$ cat config.mk
export PLATFORM = sky130hd
export DESIGN_NAME = piso_shift_reg_param
export DESIGN_NICKNAME = d
export VERILOG_FILES = /design/src/rtl/piso_pkg.sv /design/src/rtl/piso_bit_counter.sv /design/src/rtl/piso_shift_reg_param.sv
export SDC_FILE = /design/constraint.sdc
export NUM_CORES = 1
export LEC_CHECK = 0
export CORE_AREA = 5 5 42 44
export DETAILED_ROUTE_END_ITERATION = 16
export DIE_AREA = 0 0 47 49
export PLACE_DENSITY = 0.88
export SKIP_LAST_GASP = 1
export SLEW_MARGIN = 30
export SYNTH_ARGS = -nofsm -noshare
export SYNTH_HDL_FRONTEND = slang
export SYNTH_SLANG_ARGS = --single-unit
$ cat constraint.sdc
create_clock -name clk -period 3.97 [get_ports clk]
set_input_delay 0.794 -clock clk [delete_from_list [all_inputs] [get_ports clk]]
set_output_delay 0.794 -clock clk [all_outputs]
set_load 0.005 [all_outputs]
$ cat src/rtl/piso_pkg.sv
// Shared types and helpers for the parametrised PISO shift register.
package piso_pkg;

    typedef enum logic {
        IDLE  = 1'b0,
        SHIFT = 1'b1
    } piso_state_e;

    function automatic int unsigned cnt_width(input int unsigned width);
        return $clog2(width);
    endfunction

endpackage

$ cat src/rtl/piso_bit_counter.sv
// Loadable down-counter that saturates at zero; tracks bits left in a frame.
module piso_bit_counter
    import piso_pkg::*;
#(
    parameter int unsigned CW = 3
) (
    input  logic          clk,
    input  logic          rst,
    input  logic          load,
    input  logic [CW-1:0] load_val,
    input  logic          dec,
    output logic          zero
);

    logic [CW-1:0] cnt_q;
    logic [CW-1:0] cnt_d;

    always_comb begin
        cnt_d = cnt_q;
        if (load) begin
            cnt_d = load_val;
        end else if (dec && (cnt_q != '0)) begin
            cnt_d = cnt_q - CW'(1);
        end
    end

    always_ff @(posedge clk) begin
        if (rst) begin
            cnt_q <= '0;
        end else begin
            cnt_q <= cnt_d;
        end
    end

    assign zero = (cnt_q == '0);

endmodule

$ cat src/rtl/piso_shift_reg_param.sv
// Parallel-in/serial-out shift register with valid/ready load, bit-rate
// enable, selectable bit order and a frame-done pulse.
module piso_shift_reg_param
    import piso_pkg::*;
#(
    parameter int unsigned WIDTH     = 8,
    parameter bit          MSB_FIRST = 1'b1
) (
    input  logic             clk,
    input  logic             rst,
    input  logic             load_valid,
    output logic             load_ready,
    input  logic [WIDTH-1:0] din,
    input  logic             shift_en,
    output logic             sout,
    output logic             sout_valid,
    output logic             busy,
    output logic             done
);

    localparam int unsigned    CW   = cnt_width(WIDTH);
    localparam logic [CW-1:0]  LAST = CW'(WIDTH - 1);

    piso_state_e      state_q, state_d;
    logic [WIDTH-1:0] shreg_q, shreg_d;
    logic [WIDTH-1:0] shreg_shifted;
    logic             cnt_zero;
    logic             accept;
    logic             in_shift;

    assign in_shift   = (state_q == SHIFT);
    assign done       = in_shift && cnt_zero && shift_en;
    assign load_ready = (state_q == IDLE) || done;
    assign accept     = load_valid && load_ready;

    assign shreg_shifted = MSB_FIRST ? {shreg_q[WIDTH-2:0], 1'b0}
                                     : {1'b0, shreg_q[WIDTH-1:1]};

    piso_bit_counter #(
        .CW(CW)
    ) u_bit_counter (
        .clk      (clk),
        .rst      (rst),
        .load     (accept),
        .load_val (LAST),
        .dec      (in_shift && shift_en),
        .zero     (cnt_zero)
    );

    // Clearing the register on the final bit keeps sout a plain flop tap
    // that reads 0 whenever the block is idle.
    always_comb begin
        state_d = state_q;
        shreg_d = shreg_q;
        if (accept) begin
            shreg_d = din;
            state_d = SHIFT;
        end else if (in_shift && shift_en) begin
            if (cnt_zero) begin
                shreg_d = '0;
                state_d = IDLE;
            end else begin
                shreg_d = shreg_shifted;
            end
        end
    end

    always_ff @(posedge clk) begin
        if (rst) begin
            state_q <= IDLE;
            shreg_q <= '0;
        end else begin
            state_q <= state_d;
            shreg_q <= shreg_d;
        end
    end

    assign sout       = MSB_FIRST ? shreg_q[WIDTH-1] : shreg_q[0];
    assign sout_valid = in_shift;
    assign busy       = in_shift;

endmodule

==> summary.txt, run 1 <==
Arrival @ worst endpoint = 2.19 ns
first-pass GRT wire length = 2.22 mm
Clk pin slew, worst setup/hold paths = 0.07 ns
Die ar. = 2300 sq um
post-cts sizing count = 0
PortBufs = 16
Clock Path Buffers = 2
Syn Nets = 92
final total power = 0.283 mW
core area = 1400 sq um
TritonRoute pass-1 iters = 4
status = completed
final period utilization = 75.2%
peak supply drop = 0.217 mV
initial DRC count = 16
Post-Layout Inst Area = 796 sq um
Total Routing Usage GR = 12.8%
Max stage delay cell, worst path = clkdlybuf4s50_1
Syn. warnings = 0
maximum clock rate = 0.335 GHz
total grt overflow = 0
Post-synth EDFFs = 0
Die W = 47 um
Max Slew Vio Count = 0
Setup Buffers After CTS = 0
share of cells above drive strength 1 = 4.44%
Setup-failing EPs final = 0
CP dominant cell by count = clkdlybuf4s50_1
CTS Hold Bufs = 0
DP Wirelength = 1.04 mm
Synth area leader = dfxtp_1
Area growth syn-to-layout = 25.9%
Syn Std Cell Area = 632 sq um
initial antenna violation count = 0
Clock Latency Late Sink = 0.27 ns
Critical Path Start Type = primary input
CP required = 3.18 ns
CTS tree = built
antenna diode count = 0
final setup TNS = 0 ns
crit path kind = in -> out
Inst Count DP = 103
drt total wl = 1.39 mm
Layout Cells excl Fill = 106
Worst Tran Pin Value = 0.545 ns
via count = 609
Inserted Clock Buffers = 3
Worst Hold Margin = 0.483 ns
Gate Count Post-Synth = 78
DRC viols = 0
Root Buffer = clkbuf_4
Min-Delay Path Class = reg -> reg
clock skew = 0.000738 ns
Mean Syn Cell Area = 8.10 sq um
library cells used by synthesis = 22
post-route minimum period = 2.99 ns
final hold vios = 0
Die Y = 49 um
Via density = 5.75
row cnt = 14
Max Cap Violations = 0
CP peak stage delay = 0.55 ns
crit end category = output pin
Rel. slew slack = 63.6%
pin count of the biggest net entering global routing = 15
Place WS = 1.00 ns
vias in the first global route = 524
async set or reset register ratio after synthesis = 0%
Initial Utilization = 45.1%
Final nets = 106
Placed Area = 773 sq um
routability cong. = 0.751
Yosys reg bits = 12
PD cells = 355 nW/um^2
Synth top cells by count = dfxtp_1, o21ai_0, nor2_1
post-synth top area share = 38.0%
Final WS setup = 0.985 ns
crit-path cells = clkdlybuf4s50_1 > inv_1 > o21ai_0 > clkdlybuf4s50_1
top post-synthesis cells by area = dfxtp_1, a311oi_1, o21ai_0
ANT nets after route = 0
Top Ports = 17
H-tree levels = 1
Final Util = 56.8%
worst-path fanout max = 5
most frequent cell after synthesis = dfxtp_1
Top FF cell, synth = dfxtp_1
DR WL/cell = 13.1 um
RSZ-0062 raised after global routing = no
CTS Sinks = 12
static leakage = 0.288 nW
sequential area share after synthesis = 38.0%
layout make-up:
cell class / instances / area, sq um
Tap cell: 16 / 20.0
Timing Repair Buffer: 16 / 160
Multi-Input combinational cell: 55 / 338
Clock buffer: 3 / 22.5
Sequential cell: 12 / 240
Inverter: 4 / 15.0
Fill cell: 139 / 606
flip-flops by register name, indices dropped and copies added, names as in the netlist:
name,flops
busy,1
u_bit_counter.cnt_q,3
shreg_q,8
cell usage in the layout, fill, tap and decap left out:
| master | instances |
|---|---|
| nand2_1 | 2 |
| a21oi_1 | 3 |
| nand3_1 | 8 |
| and4b_1 | 1 |
| or3_1 | 2 |
| nor2b_1 | 2 |
| clkdlybuf4s50_1 | 16 |
| nand3b_1 | 1 |
| a31oi_1 | 2 |
| nor2_1 | 9 |
| dfxtp_1 | 12 |
| o31a_1 | 1 |
| a41oi_1 | 1 |
| clkbuf_4 | 3 |
| inv_1 | 4 |
| nand2b_1 | 2 |
| mux2_4 | 1 |
| a311oi_1 | 7 |
| o21ai_0 | 11 |
| ha_1 | 2 |
power by group:
part / leakage (nW) / total [mW] / internal [mW] / switching, mW
clock network: 0.0138 / 0.0721 / 0.0351 / 0.0370
logic: 0.174 / 0.0703 / 0.0351 / 0.0353
registers: 0.0997 / 0.140 / 0.132 / 0.00772
critical path, delay by kind of cell:
family / cells / cell delay (ns)
AO/OA/AOI/OAI: 1 / 0.23
buffers and inverters: 3 / 1.16
routing by layer:
layer  vias to the layer above  track usage, %  wire, um
met4                         0            5.53        20
met3                         4            3.32       108
met1                       271            17.4       620
li1                        310               -         -
met5                         -               0         0
met2                        24            18.6       641
path summary, 6_finish.rpt:
check / startpoint / cells past startpoint / slack (ns) / endpoint
worst max-delay path: shift_en / 4 / 0.98 / load_ready
worst min-delay path: shreg_q[0] / 2 / 0.48 / shreg_q[0]
worst max register to register: u_bit_counter.cnt_q[0] / 5 / 2.44 / shreg_q[7]
worst min register to register: shreg_q[0] / 2 / 0.48 / shreg_q[0]
cell families after synthesis:
| group | share of synthesized area (%) |
|---|---|
| AO/OA/AOI/OAI | 25.5 |
| multiplexers | 2.38 |
| flip-flops | 38.0 |
| adder cells (fa/ha/maj) | 3.96 |
| AND/OR/NAND/NOR | 21.6 |
| buffers and inverters | 8.51 |
No activity file was read; power rests on OpenSTA's default activity.
==> run 2: changes to the inputs <==
--- a/config.mk
+++ b/config.mk
@@ -5,10 +5,10 @@
 export SDC_FILE = /design/constraint.sdc
 export NUM_CORES = 1
 export LEC_CHECK = 0
-export CORE_AREA = 5 5 42 44
+export CORE_MARGIN = 5
+export CORE_UTILIZATION = 41
 export DETAILED_ROUTE_END_ITERATION = 16
-export DIE_AREA = 0 0 47 49
-export PLACE_DENSITY = 0.88
+export PLACE_DENSITY = 0.81
 export SKIP_LAST_GASP = 1
 export SLEW_MARGIN = 30
 export SYNTH_ARGS = -nofsm -noshare
==> constraint.sdc (replaced) <==
create_clock -name clk -period 2.65 [get_ports clk]
set_input_delay 0.53 -clock clk [delete_from_list [all_inputs] [get_ports clk]]
set_output_delay 0.53 -clock clk [all_outputs]
set_load 0.005 [all_outputs]
==> run 2 against run 1 <==
  * Flip-flop and latch count stayed put
  * Critical path depth rose by 1
  * Die area is 5.3% higher
  * Via count rose by 3.4%
  * Worst setup slack got worse by 0.81 ns
  * First-iteration DRC count fell by 25%
  * Sequential power rose by 50%
  * Clock skew grew 0.0031 ns
  * Sequential share of layout area down 0.28 points
  * Register-to-register slack lost 1.3 ns
  * Global-route usage fell by 1.2 points
  * Critical path type is now reg -> out
  * Worst hold slack got worse by 0.0073 ns
==> summary.txt, run 2 (same netlist as run 1, synthesis figures left out) <==
crit-path cells = inv_1 > ha_1 > nand2b_1 > o21ai_0 > clkdlybuf4s50_1
Clock Latency Late Sink = 0.27 ns (about the same)
Max Slew Vio Count = 0 (unchanged)
worst-path fanout max = 9 (+4)
Inserted Clock Buffers = 3 (unchanged)
Die Y = 49.3 um (+0.52%)
TritonRoute pass-1 iters = 4 (unchanged)
hold endpoint = shreg_q[0]
vias in the first global route = 530 (+1.1%)
Max Cap Violations = 0 (unchanged)
DP Wirelength = 993 um (-4.2%)
PortBufs = 16 (unchanged)
static leakage = 0.293 nW (+1.7%)
final setup TNS = 0 ns (unchanged)
DR WL/cell = 13.3 um (+0.99%)
Max stage delay cell, worst path = clkdlybuf4s50_1
CTS Sinks = 12 (unchanged)
Worst Tran Pin Value = 0.463 ns (-0.0822 ns)
Die ar. = 2430 sq um (+5.3%)
CTS Hold Bufs = 0 (unchanged)
status = completed
final hold vios = 0 (unchanged)
Critical Path Start Type = flop
maximum clock rate = 0.404 GHz
Min-Delay Path Class = reg -> reg
pin count of the biggest net entering global routing = 15 (unchanged)
Crit Reg-Reg Endpoint = shreg_q[1]
most frequent cells in the layout = clkdlybuf4s50_1, dfxtp_1, o21ai_0, nor2_1, nand3_1
final period utilization = 93.4%
CP required = 2.12 ns (-1.06 ns)
peak supply drop = 0.369 mV (+70%)
Clock Path Buffers = 2 (unchanged)
Total Routing Usage GR = 11.6% (-1.2 points)
Area growth syn-to-layout = 27.1%
drt total wl = 1.42 mm (+1.9%)
Worst Hold Margin = 0.476 ns (-0.00731 ns)
DRC viols = 0 (unchanged)
register with the most flip-flops = shreg_q
first-pass GRT wire length = 2.20 mm (-0.90%)
hold path start = shreg_q[0]
Die W = 49.3 um (+4.8%)
crit end category = output pin
initial DRC count = 12 (-4)
share of cells above drive strength 1 = 5.49% (+1.1 points)
Root Buffer = clkbuf_4
Via density = 5.89 (+2.5%)
Arrival @ worst endpoint = 1.95 ns (-0.24 ns)
CTS tree = built
RR Startpoint = u_bit_counter.cnt_q[0]
post-route minimum period = 2.48 ns
row cnt = 14 (unchanged)
final total power = 0.426 mW (+51%)
via count = 630 (+3.4%)
max reg flops = 8 (unchanged)
WHS Path Cells = 2 (unchanged)
core area = 1490 sq um (+6.3%)
R2R Setup Slk = 1.14 ns (-1.30 ns)
H-tree levels = 1 (unchanged)
initial antenna violation count = 0 (unchanged)
Setup-failing EPs final = 0 (unchanged)
CP peak stage delay = 0.55 ns (about the same)
crit path kind = reg -> out
routability cong. = 0.783 (+4.2%)
Initial Utilization = 42.4% (-2.7 points)
ANT nets after route = 0 (unchanged)
total grt overflow = 0 (unchanged)
Setup Buffers After CTS = 0 (unchanged)
RSZ-0062 raised after global routing = no
PD cells = 530 nW/um^2 (+49%)
R2R cell count = 5 (unchanged)
Rel. slew slack = 69.0% (+5.5 points)
post-cts sizing count = 0 (unchanged)
Final nets = 107 (+0.94%)
antenna diode count = 0 (unchanged)
commonest non-fill, non-tap cell in the layout = clkdlybuf4s50_1
Clk pin slew, worst setup/hold paths = 0.07 ns (about the same)
clock skew = 0.00384 ns (+0.00310 ns)
Top Ports = 17 (unchanged)
run 2: worst max-delay path: cells and delay by family, from the launching register on:
kind / cells / cell delay [ns]
compound gates: 1 / 0.27
fa+ha+maj: 1 / 0.23
buf+inv: 2 / 0.63
flops: 1 / 0.32
simple gates: 1 / 0.23
run 2: cell type report:
class,instances,area (sq um)
fillers,140,686
multi-input cells,55,338
flip-flops and latches,12,240
repair buffers,17,168
clock buffers,3,22.5
well taps,16,20.0
inverters,4,15.0
run 2: through the flow:
step / utilization, % / setup slack [ns] / instance area (sq um) / instances
CTS: 53.9 / 0.168 / 803 / 107
global placement: 52.4 / 0.237 / 781 / 104
detailed placement: 52.4 / 0.218 / 781 / 104
finish: 53.9 / 0.174 / 803 / 107
global route: 53.9 / 0.00705 / 803 / 107
floorplan: - / 1.13 / 632 / 78
run 2: power breakdown:
part           switching [mW]  internal, mW  leakage [nW]
combinational          0.0530        0.0538         0.179
sequential             0.0116         0.198        0.0997
clock                  0.0569        0.0526        0.0138
total                   0.121         0.304         0.293
run 2: how the worst max path moves through the flow:
| stage | from | end | slack, ns | cells past startpoint |
|---|---|---|---|---|
| detailed placement | shift_en | load_ready | 0.22 | 4 |
| CTS | u_bit_counter.cnt_q[0] | load_ready | 0.17 | 5 |
| floorplan | u_bit_counter.cnt_q[0] | load_ready | 1.13 | 5 |
| global placement | shift_en | load_ready | 0.24 | 4 |
| global route | u_bit_counter.cnt_q[0] | load_ready | 0.007 | 5 |
| finish | u_bit_counter.cnt_q[0] | load_ready | 0.17 | 5 |
run 2: metal layers:
layer / part of all wire (%) / global-route usage (%)
met2: 44 / 17.6
met5: 0 / 0
met4: 0.78 / 4.04
met3: 7.7 / 6.12
met1: 48 / 13.7
